## src/rtl/i2c_reg_slave.sv

```systemverilog
// I2C target exposing NUM_REGS control registers (e.g. PID gains).
// Supports auto-increment writes/reads, repeated START and open-drain SDA drive.
//
// state     | meaning
// IDLE      | bus free or block disabled
// ADDR      | shifting in 7-bit address + R/W
// ADDR_ACK  | acknowledging our address
// REG       | shifting in register pointer
// REG_ACK   | acknowledging a valid pointer
// WDATA     | shifting in write data
// WDATA_ACK | acknowledging write data
// RDATA     | driving pointed register out, MSB first
// RDATA_ACK | sampling master ACK/NACK
// WAIT_STOP | not addressed or NACKed; ignore bits until STOP/START
`timescale 1ns/1ps
module i2c_reg_slave #(
    parameter logic [6:0]        DEVICE_ADDR = 7'h33,
    parameter int                NUM_REGS    = 3,
    parameter int                DATA_W      = 6,
    parameter logic [DATA_W-1:0] RESET_VAL   = '0,
    parameter int                SYNC_STAGES = 2
) (
    input  logic                         clk,
    input  logic                         rst_n,
    input  logic                         ena,
    input  logic                         scl_in,
    input  logic                         sda_in,
    output logic                         sda_oe,
    output logic [NUM_REGS*DATA_W-1:0]   regs_flat,
    output logic                         wr_strobe,
    output logic [3:0]                   wr_index,
    output logic                         busy
);

    typedef enum logic [3:0] {
        IDLE, ADDR, ADDR_ACK, REG, REG_ACK, WDATA, WDATA_ACK, RDATA, RDATA_ACK, WAIT_STOP
    } state_t;

    localparam int         REGS_W     = NUM_REGS * DATA_W;
    localparam logic [3:0] LAST_REG   = 4'(NUM_REGS - 1);
    localparam logic [7:0] NUM_REGS_B = 8'(NUM_REGS);

    state_t                  state_q, state_d;
    logic [SYNC_STAGES-1:0]  scl_sync_q, scl_sync_d, sda_sync_q, sda_sync_d;
    logic                    scl_prev_q, scl_prev_d, sda_prev_q, sda_prev_d;
    logic [2:0]              bit_cnt_q, bit_cnt_d;
    logic [6:0]              shift_q, shift_d;
    logic                    rw_q, rw_d, ack_phase_q, ack_phase_d;
    logic [3:0]              pointer_q, pointer_d, wr_index_q, wr_index_d;
    logic [REGS_W-1:0]       regs_q, regs_d;
    logic                    sda_oe_q, sda_oe_d, busy_q, busy_d, wr_strobe_q, wr_strobe_d;

    logic       scl_s, sda_s, scl_rise, scl_fall, start_det, stop_det;
    logic [7:0] byte_in, rd_byte;
    logic [3:0] pointer_inc;

    always_comb begin
        scl_sync_d = {scl_sync_q[SYNC_STAGES-2:0], scl_in};
        sda_sync_d = {sda_sync_q[SYNC_STAGES-2:0], sda_in};
        scl_s      = scl_sync_q[SYNC_STAGES-1];
        sda_s      = sda_sync_q[SYNC_STAGES-1];
        scl_prev_d = scl_s;
        sda_prev_d = sda_s;
        scl_rise   = scl_s & ~scl_prev_q;
        scl_fall   = ~scl_s & scl_prev_q;
        // SDA edges only count as bus conditions while SCL is stably high
        start_det  = scl_s & scl_prev_q & sda_prev_q & ~sda_s;
        stop_det   = scl_s & scl_prev_q & ~sda_prev_q & sda_s;
        byte_in    = {shift_q, sda_s};
        pointer_inc = (pointer_q == LAST_REG) ? 4'd0 : pointer_q + 4'd1;
    end

    always_comb begin
        rd_byte = '0;
        for (int r = 0; r < NUM_REGS; r++) begin
            if (pointer_q == 4'(r)) rd_byte[DATA_W-1:0] = regs_q[r*DATA_W +: DATA_W];
        end
    end

    always_comb begin
        state_d     = state_q;
        bit_cnt_d   = bit_cnt_q;
        shift_d     = shift_q;
        rw_d        = rw_q;
        ack_phase_d = ack_phase_q;
        pointer_d   = pointer_q;
        regs_d      = regs_q;
        sda_oe_d    = sda_oe_q;
        wr_strobe_d = 1'b0;
        wr_index_d  = wr_index_q;
        if (!ena || stop_det) begin
            state_d  = IDLE;
            sda_oe_d = 1'b0;
        end else if (start_det) begin
            state_d   = ADDR;
            bit_cnt_d = 3'd7;
            sda_oe_d  = 1'b0;
        end else begin
            case (state_q)
                ADDR: if (scl_rise) begin
                    shift_d   = byte_in[6:0];
                    bit_cnt_d = bit_cnt_q - 3'd1;
                    if (bit_cnt_q == 3'd0) begin
                        rw_d        = byte_in[0];
                        ack_phase_d = 1'b0;
                        state_d     = (byte_in[7:1] == DEVICE_ADDR) ? ADDR_ACK : WAIT_STOP;
                    end
                end
                REG: if (scl_rise) begin
                    shift_d   = byte_in[6:0];
                    bit_cnt_d = bit_cnt_q - 3'd1;
                    if (bit_cnt_q == 3'd0) begin
                        ack_phase_d = 1'b0;
                        if (byte_in < NUM_REGS_B) begin
                            pointer_d = byte_in[3:0];
                            state_d   = REG_ACK;
                        end else begin
                            state_d = WAIT_STOP;
                        end
                    end
                end
                WDATA: if (scl_rise) begin
                    shift_d   = byte_in[6:0];
                    bit_cnt_d = bit_cnt_q - 3'd1;
                    if (bit_cnt_q == 3'd0) begin
                        for (int r = 0; r < NUM_REGS; r++) begin
                            if (pointer_q == 4'(r)) regs_d[r*DATA_W +: DATA_W] = byte_in[DATA_W-1:0];
                        end
                        wr_strobe_d = 1'b1;
                        wr_index_d  = pointer_q;
                        pointer_d   = pointer_inc;
                        ack_phase_d = 1'b0;
                        state_d     = WDATA_ACK;
                    end
                end
                // first fall after the byte asserts ACK, the fall after the 9th rise releases it
                ADDR_ACK, REG_ACK, WDATA_ACK: begin
                    if (scl_rise) ack_phase_d = 1'b1;
                    if (scl_fall) begin
                        if (!ack_phase_q) begin
                            sda_oe_d = 1'b1;
                        end else if (state_q == ADDR_ACK && rw_q) begin
                            state_d  = RDATA;
                            sda_oe_d = ~rd_byte[7];
                        end else begin
                            state_d  = (state_q == ADDR_ACK) ? REG : WDATA;
                            sda_oe_d = 1'b0;
                        end
                    end
                end
                RDATA: begin
                    if (scl_fall) sda_oe_d = ~rd_byte[bit_cnt_q];
                    if (scl_rise) begin
                        bit_cnt_d = bit_cnt_q - 3'd1;
                        if (bit_cnt_q == 3'd0) state_d = RDATA_ACK;
                    end
                end
                RDATA_ACK: begin
                    if (scl_fall) sda_oe_d = 1'b0;
                    if (scl_rise) begin
                        if (!sda_s) begin
                            pointer_d = pointer_inc;
                            state_d   = RDATA;
                        end else begin
                            state_d = WAIT_STOP;
                        end
                    end
                end
                WAIT_STOP: sda_oe_d = 1'b0;
                default: ;
            endcase
        end
        busy_d = (state_d != IDLE) && (state_d != WAIT_STOP);
    end

    always_ff @(posedge clk) begin
        if (!rst_n) begin
            state_q     <= IDLE;
            scl_sync_q  <= '1;
            sda_sync_q  <= '1;
            scl_prev_q  <= 1'b1;
            sda_prev_q  <= 1'b1;
            bit_cnt_q   <= 3'd7;
            shift_q     <= '0;
            rw_q        <= 1'b0;
            ack_phase_q <= 1'b0;
            pointer_q   <= '0;
            regs_q      <= {NUM_REGS{RESET_VAL}};
            sda_oe_q    <= 1'b0;
            busy_q      <= 1'b0;
            wr_strobe_q <= 1'b0;
            wr_index_q  <= '0;
        end else begin
            state_q     <= state_d;
            scl_sync_q  <= scl_sync_d;
            sda_sync_q  <= sda_sync_d;
            scl_prev_q  <= scl_prev_d;
            sda_prev_q  <= sda_prev_d;
            bit_cnt_q   <= bit_cnt_d;
            shift_q     <= shift_d;
            rw_q        <= rw_d;
            ack_phase_q <= ack_phase_d;
            pointer_q   <= pointer_d;
            regs_q      <= regs_d;
            sda_oe_q    <= sda_oe_d;
            busy_q      <= busy_d;
            wr_strobe_q <= wr_strobe_d;
            wr_index_q  <= wr_index_d;
        end
    end

    assign sda_oe    = sda_oe_q;
    assign regs_flat = regs_q;
    assign wr_strobe = wr_strobe_q;
    assign wr_index  = wr_index_q;
    assign busy      = busy_q;

endmodule

```

## config.mk

```make
export PLATFORM = sky130hd
export DESIGN_NAME = i2c_reg_slave
export DESIGN_NICKNAME = d
export VERILOG_FILES = /design/src/rtl/i2c_reg_slave.sv
export SDC_FILE = /design/constraint.sdc
export NUM_CORES = 1
export LEC_CHECK = 0
export ABC_AREA = 1
export CAP_MARGIN = 0
export CORE_ASPECT_RATIO = 0.75
export CORE_UTILIZATION = 53
export DETAILED_ROUTE_END_ITERATION = 8
export GPL_TIMING_DRIVEN = 1
export PLACE_DENSITY_LB_ADDON = 0.1
export SKIP_CTS_REPAIR_TIMING = 1
export SLEW_MARGIN = 20
export SYNTH_ARGS = -nofsm -noshare
export SYNTH_HDL_FRONTEND = slang
export SYNTH_SLANG_ARGS = --single-unit
```

## constraint.sdc

```tcl
create_clock -name clk -period 1.95 [get_ports clk]
set_input_delay 0.39 -clock clk [delete_from_list [all_inputs] [get_ports clk]]
set_output_delay 0.39 -clock clk [all_outputs]
set_load 0.1 [all_outputs]
```

==> run summary, run 1 <==
- total detailed-routing wirelength: 7170 µm
- insertion delay to the later sink of the worst-skew pair: 0.31 ns
- vias in the first global route: 2,414
- timing startpoint of the critical path: bit_cnt_q[1]
- post-synthesis net count: 407
- leading register cell type out of synthesis: dfxtp_1
- post-synthesis average cell area: 6.82 µm²
- Arr. time, crit path: 1.99 ns
- hpwl dp: 5480 µm
- x dimension of the die: 84.9 µm
- startpoint of the worst hold path: scl_sync_q[0]
- worst path required time: 2.15 ns
- peak ir drop on the vdd network: 0.000422 V
- standard cell area after detailed placement: 3110 µm²
- CP max stage cell: dfxtp_1
- WHS Endpoint: scl_sync_q[1]
- endpoint type of the worst setup path: flip-flop
- first-pass GRT wire length: 11,800 µm
- R2R Path Start: bit_cnt_q[1]
- commonest non-fill, non-tap cell in the layout: nand2_1
- final worst path period share: 91.8%
- vias per cell: 5.41
- DIE HEIGHT: 64.1 µm
- count of buffer and inverter cells on the critical path: 3
- clock input transition at the sequential cells of the worst setup and hold paths: 0.10 ns
- fraction of synthesized cell area taken by the top area cell type: 37.4%
- clock tree from TritonCTS: built
- capture point of the worst reg-to-reg path: regs_flat[1]
- placer congestion estimate: 0.903
- failing checks: design-rule violations
- worst slew slack as a fraction of its limit: 68.0%
- pin count of the biggest net entering global routing: 25
- final number of max-transition violations: 0
- Synthesis Warnings: 0
- count of inserted antenna diode cells: 0
- # IOs: 30
- largest clock skew in the final design: 0.0141 ns
- post-route insts no fill: 505
- cells taking the most area after synthesis: dfxtp_1, nand2_1, inv_1, a21oi_1, nor2_1
- largest stage delay on the critical path: 0.36 ns
- aggregate global routing overflow: 0
- Max Buffers Root-to-Sink: 2
- type of origin of the critical path: flip-flop
- Seq cells post-synth: 51
- number of synthesized flops with an enable pin: 0
- count of final hold-check violations: 0
- cell-by-cell listing of the critical path: inv_1, ha_1, nand2_1, buf_4, nor2_2, inv_2, nor2_4, nand2_2, o21ai_1, a21oi_2
- instance count of the mapped netlist: 400
- synthesis-to-layout area growth: 19.1%
- number of design rule violations left after detail routing: 3
- global-route usage over all layers: 28.0%
- Reg2Reg Setup Slack: 0.16 ns
- Slew @ Worst Pin: 0.479 ns
- number of violations of the max-capacitance limit: 0
- post-synthesis cell area: 2730 µm²
- detailed-router iteration count before antenna repair: 7
- total CTS buffers: 5
- number of input and output port buffers inserted: 29
- post-route cell area: 3250 µm²
- wire length per cell after detailed routing: 14.2 µm
- worst hold-check path type: flip-flop to flip-flop
- cell type with the highest aggregate area in the netlist: dfxtp_1
- endpoints failing setup: 0
- effective utilization at floorplan: 55.4%
- run status: complete, but fails checks
- FFs w/ async S/R, synth: 0%
- Register-to-Register Path Depth: 10
- Rows: 22
- leakage power summed over all cells: 1.45 nW
- count of antenna-violating nets left after detailed routing: 0
- worst hold slack: 0.423 ns
- routed via count: 2,731
- kind of cell adding the most delay to the critical path: simple AND/OR/NAND/NOR gates
- highest clock frequency the design can meet: 558 MHz
- part of the Yosys area used for sequential elements: 37.4%
- instance count after placement with tap cells included: 497
- layout cell share with drive strength beyond 1: 21.6%
- total negative setup slack: 0 ns
- final critical path time including I/O delays and setup: 1.79 ns
- Final #Nets: 451
- Crit Path Max Fanout: 11
- Max H-tree Level: 2
- number of distinct library cells after synthesis: 35
- clock sink total: 51
- number of DRC violations after detailed-routing iteration 0: 275
- setup repair after global routing missed its margin: false
- most frequent cells in the layout: nand2_1, dfxtp_1, inv_1, buf_4, nor2_1
- power per standard cell area: 589 nW/µm²
- Die Footprint: 5440 µm²
- clock root buffer: clkbuf_8
- area of the core: 4930 µm²
- crit path kind: flip-flop to flip-flop
- worst hold path stage count: 1
- initial antenna violation count: 0
[worst max-delay path by stage]
stage | cells past startpoint | slack [ns] | to
floorplan | 9 | 0.22 | sda_oe
global placement | 10 | -0.06 | regs_flat[6]
detailed placement | 10 | -0.14 | regs_flat[6]
CTS | 7 | 0.07 | regs_flat[6]
global route | 10 | 0.005 | regs_flat[1]
finish | 10 | 0.16 | regs_flat[1]
[power breakdown]
part           leakage [nW]  switching [mW]  internal (mW)
Combinational         0.978          0.0669         0.0428
Clock                0.0558           0.356          0.388
Sequential            0.413          0.0103           1.05
Total                  1.45           0.433           1.48
[through the flow]
| step | utilization (%) | worst slack [ns] | power (mW) |
|---|---|---|---|
| finish | 65.9 | 0.159 | 1.91 |
| global route | 65.9 | 0.00472 | 1.98 |
| CTS | 65.4 | 0.0730 | 1.92 |
| detailed placement | 63.2 | -0.144 | 1.19 |
| global placement | 63.2 | -0.0596 | 1.19 |
| floorplan | - | 0.218 | 1.15 |
[kinds of logic (layout without fill, tap and decap cells)]
| family | after synthesis | count (layout) | synth area share (%) |
|---|---|---|---|
| XOR/XNOR | 2 | 2 | 0.642 |
| buffers and inverters | 69 | 114 | 10.5 |
| AND/OR/NAND/NOR | 179 | 179 | 30.4 |
| adder cells (fa/ha/maj) | 2 | 2 | 0.917 |
| AO/OA/AOI/OAI | 97 | 97 | 20.1 |
| flip-flops | 51 | 51 | 37.4 |
[area by class of cell]
class | instances | area (µm²)
Clock buffer | 6 | 72.6
Clock inverter | 2 | 38.8
Inverter | 57 | 220
Tap cell | 60 | 75.1
Sequential cell | 51 | 1020
Multi-Input combinational cell | 280 | 1440
Timing Repair Buffer | 49 | 378
Fill cell | 469 | 1680
[flip-flops by register name, indices dropped and copies added, names as in the netlist, 2 cells and up]
register,count
bit_cnt_q,3
pointer_q,4
regs_flat,18
scl_sync_q,2
sda_sync_q,2
shift_q,7
state_q,4
wr_index,4
[metal layers]
metal / global-route usage (%) / routed length (µm)
met1: 42.8 / 3730
met2: 41.4 / 2940
met3: 4.26 / 431
met5: 0 / 0
met4: 5.72 / 61
[synthesized netlist by cell type, types with 5 or more instances]
cell type	n
o21ai_0	27
nand2_1	77
nand3_1	24
nor2_1	42
inv_2	6
nand2_2	5
nand4_1	9
o211ai_1	6
o21ai_1	19
clkbuf_1	6
dfxtp_1	51
a21oi_1	32
nor2_2	7
inv_1	47
[worst register-to-register path, stage by stage, from the launching register on]
cell,delay [ns]
dfxtp_1,0.36
inv_1,0.08
ha_1,0.16
nand2_1,0.10
buf_4,0.16
nor2_2,0.14
inv_2,0.07
nor2_4,0.15
nand2_2,0.18
o21ai_1,0.24
a21oi_2,0.05
Note: power is estimated with default switching activity, not from simulation.
==> inputs of run 2 (changes only) <==
Settings changed: PLACE_DENSITY set to 0.76, PLACE_DENSITY_LB_ADDON 0.1 to not set, TNS_END_PERCENT set to 50.
Clock period 1.95 ns to 1.8 ns, I/O delays scaled along.
==> run 2 against run 1 <==
Compared with the run above:
- the run now ends clean
- count of clock-buffer cells in the layout unchanged
- wire length is 1.0% higher
- critical path depth down 1
- die area unchanged
- via count increased by 3.3%
- sequential share of layout area shrank 3.1 points
- utilization rose by 7.3 points
- setup slack worse by 0.13 ns
- register-to-register slack worse by 0.13 ns
- non-clock buffer count increased by 7
- clock power is 7.0% lower
- critical path type unchanged
- critical endpoint is now busy
- largest power group unchanged
==> run summary, run 2 (synthesized netlist as in run 1, its figures left out) <==
- run status: completed
- clock tree from TritonCTS: built
- count of inserted antenna diode cells: 0
- Layout fillers: 400
- Max Buffers Root-to-Sink: 2
- highest clock frequency the design can meet: 563 MHz
- total CTS buffers: 5
- global-route usage over all layers: 27.8%
- clock input transition at the sequential cells of the worst setup and hold paths: 0.09 ns
- clock root buffer: clkbuf_8
- power per standard cell area: 544 nW/µm²
- placer congestion estimate: 0.963
- Die Footprint: 5440 µm²
- Max H-tree Level: 2
- Slew @ Worst Pin: 0.531 ns
- aggregate global routing overflow: 0
- clock sink total: 51
- synthesis-to-layout area growth: 32.3%
- x dimension of the die: 84.9 µm
- critical path endpoint: busy
- Reg2Reg Setup Slack: 0.02 ns
- Largest register FFs: 18
- layout cell share with drive strength beyond 1: 23.5%
- largest stage delay on the critical path: 0.35 ns
- worst path required time: 1.98 ns
- cell-by-cell listing of the critical path: clkinv_1, ha_1, nand2_1, nor2_4, o21ai_0, nand3_1, nand4_1, o21ai_2, a21oi_2
- Arr. time, crit path: 1.95 ns
- PnR worst setup slack: 0.0244 ns
- worst hold-check path type: flip-flop to flip-flop
- endpoint type of the worst setup path: flip-flop
- post-layout total power: 1.96 mW
- capture point of the worst reg-to-reg path: busy
- first-pass GRT wire length: 11,800 µm
- # IOs: 30
- detailed-router iteration count before antenna repair: 5
- initial antenna violation count: 0
- vias in the first global route: 2,493
- leakage power summed over all cells: 1.54 nW
- final number of max-transition violations: 0
- final critical path time including I/O delays and setup: 1.78 ns
- commonest non-fill, non-tap cell in the layout: nand2_1
- most frequent cells in the layout: nand2_1, inv_1, dfxtp_1, nor2_1, a21oi_1
- timing startpoint of the critical path: bit_cnt_q[0]
- total negative setup slack: 0 ns
- effective utilization at floorplan: 55.4%
- type of origin of the critical path: flip-flop
- wire length per cell after detailed routing: 14.2 µm
- Register-to-Register Path Depth: 9
- number of DRC violations after detailed-routing iteration 0: 311
- area of the core: 4930 µm²
- Rows: 22
- number of violations of the max-capacitance limit: 0
- kind of cell adding the most delay to the critical path: simple AND/OR/NAND/NOR gates
- routed via count: 2,821
- area of combinational cells with multiple inputs: 1450 µm²
- largest clock skew in the final design: 0.0112 ns
- post-route insts no fill: 511
- Final Core Density: 73.3%
- endpoints failing setup: 0
- total detailed-routing wirelength: 7240 µm
- worst slew slack as a fraction of its limit: 64.6%
- number of design rule violations left after detail routing: 0
- count of antenna-violating nets left after detailed routing: 0
- Crit Path Max Fanout: 10
- Crit. path cell count: 9
- instance count after placement with tap cells included: 504
- insertion delay to the later sink of the worst-skew pair: 0.31 ns
- setup repair after global routing missed its margin: true
- count of final hold-check violations: 0
- crit path kind: flip-flop to flip-flop
- peak ir drop on the vdd network: 0.000526 V
- final worst path period share: 98.6%
- Final #Nets: 458
- number of input and output port buffers inserted: 29
- CP max stage cell: dfxtp_2
- DIE HEIGHT: 64.1 µm
- FF+latch area: 1030 µm²
- worst setup slack after placement: -0.278 ns
- vias per cell: 5.52
- pin count of the biggest net entering global routing: 30
- R2R Path Start: bit_cnt_q[0]
- count of buffer and inverter cells on the critical path: 1
- hpwl dp: 5540 µm
run 2: cell types whose count changed in the layout (fill, tap and decap cells not counted), sizes merged:
cell      change
buf           +7
inv           +1
clkinvlp      -1
bufinv        -1
run 2: per-layer routing:
metal  global-route usage (%)  up-vias  wire (µm)
met3                     5.68       15        698
met2                     41.1      153       3050
met5                        0        -          0
li1                         -     1407          -
met4                     8.90        0        117
met1                     40.5     1246       3380
run 2: worst min path at each step:
stage | start | endpoint | slack [ns] | cells past startpoint
finish | scl_sync_q[0] | scl_sync_q[1] | 0.42 | 1
global route | sda_sync_q[0] | sda_sync_q[1] | 0.44 | 1
CTS | scl_sync_q[0] | scl_sync_q[1] | 0.42 | 1
detailed placement | scl_sync_q[0] | scl_sync_q[1] | 0.40 | 1
global placement | sda_sync_q[0] | sda_sync_q[1] | 0.39 | 1
floorplan | scl_sync_q[0] | scl_sync_q[1] | 0.39 | 1
run 2: cell type report:
cell class / count / area share [%]
Multi-Input combinational cell: 280 / 40.0
Sequential cell: 51 / 28.4
Timing Repair Buffer: 56 / 20.9
Inverter: 57 / 6.00
Clock buffer: 6 / 2.29
Tap cell: 60 / 2.08
Clock inverter: 1 / 0.243
run 2: where the power goes:
part / switching, mW / leakage [nW] / internal (mW) / total [mW]
sequential: 0.00922 / 0.413 / 1.14 / 1.15
clock: 0.382 / 0.0477 / 0.310 / 0.692
combinational: 0.0761 / 1.08 / 0.0514 / 0.128
total: 0.467 / 1.54 / 1.50 / 1.96
run 2: through the flow:
step / hold WS [ns] / instance area, µm²
after floorplan: 0.393 / 2730
after global placement: 0.394 / 3490
after detailed placement: 0.401 / 3490
after CTS: 0.423 / 3580
after global routing: 0.440 / 3610
final: 0.424 / 3610
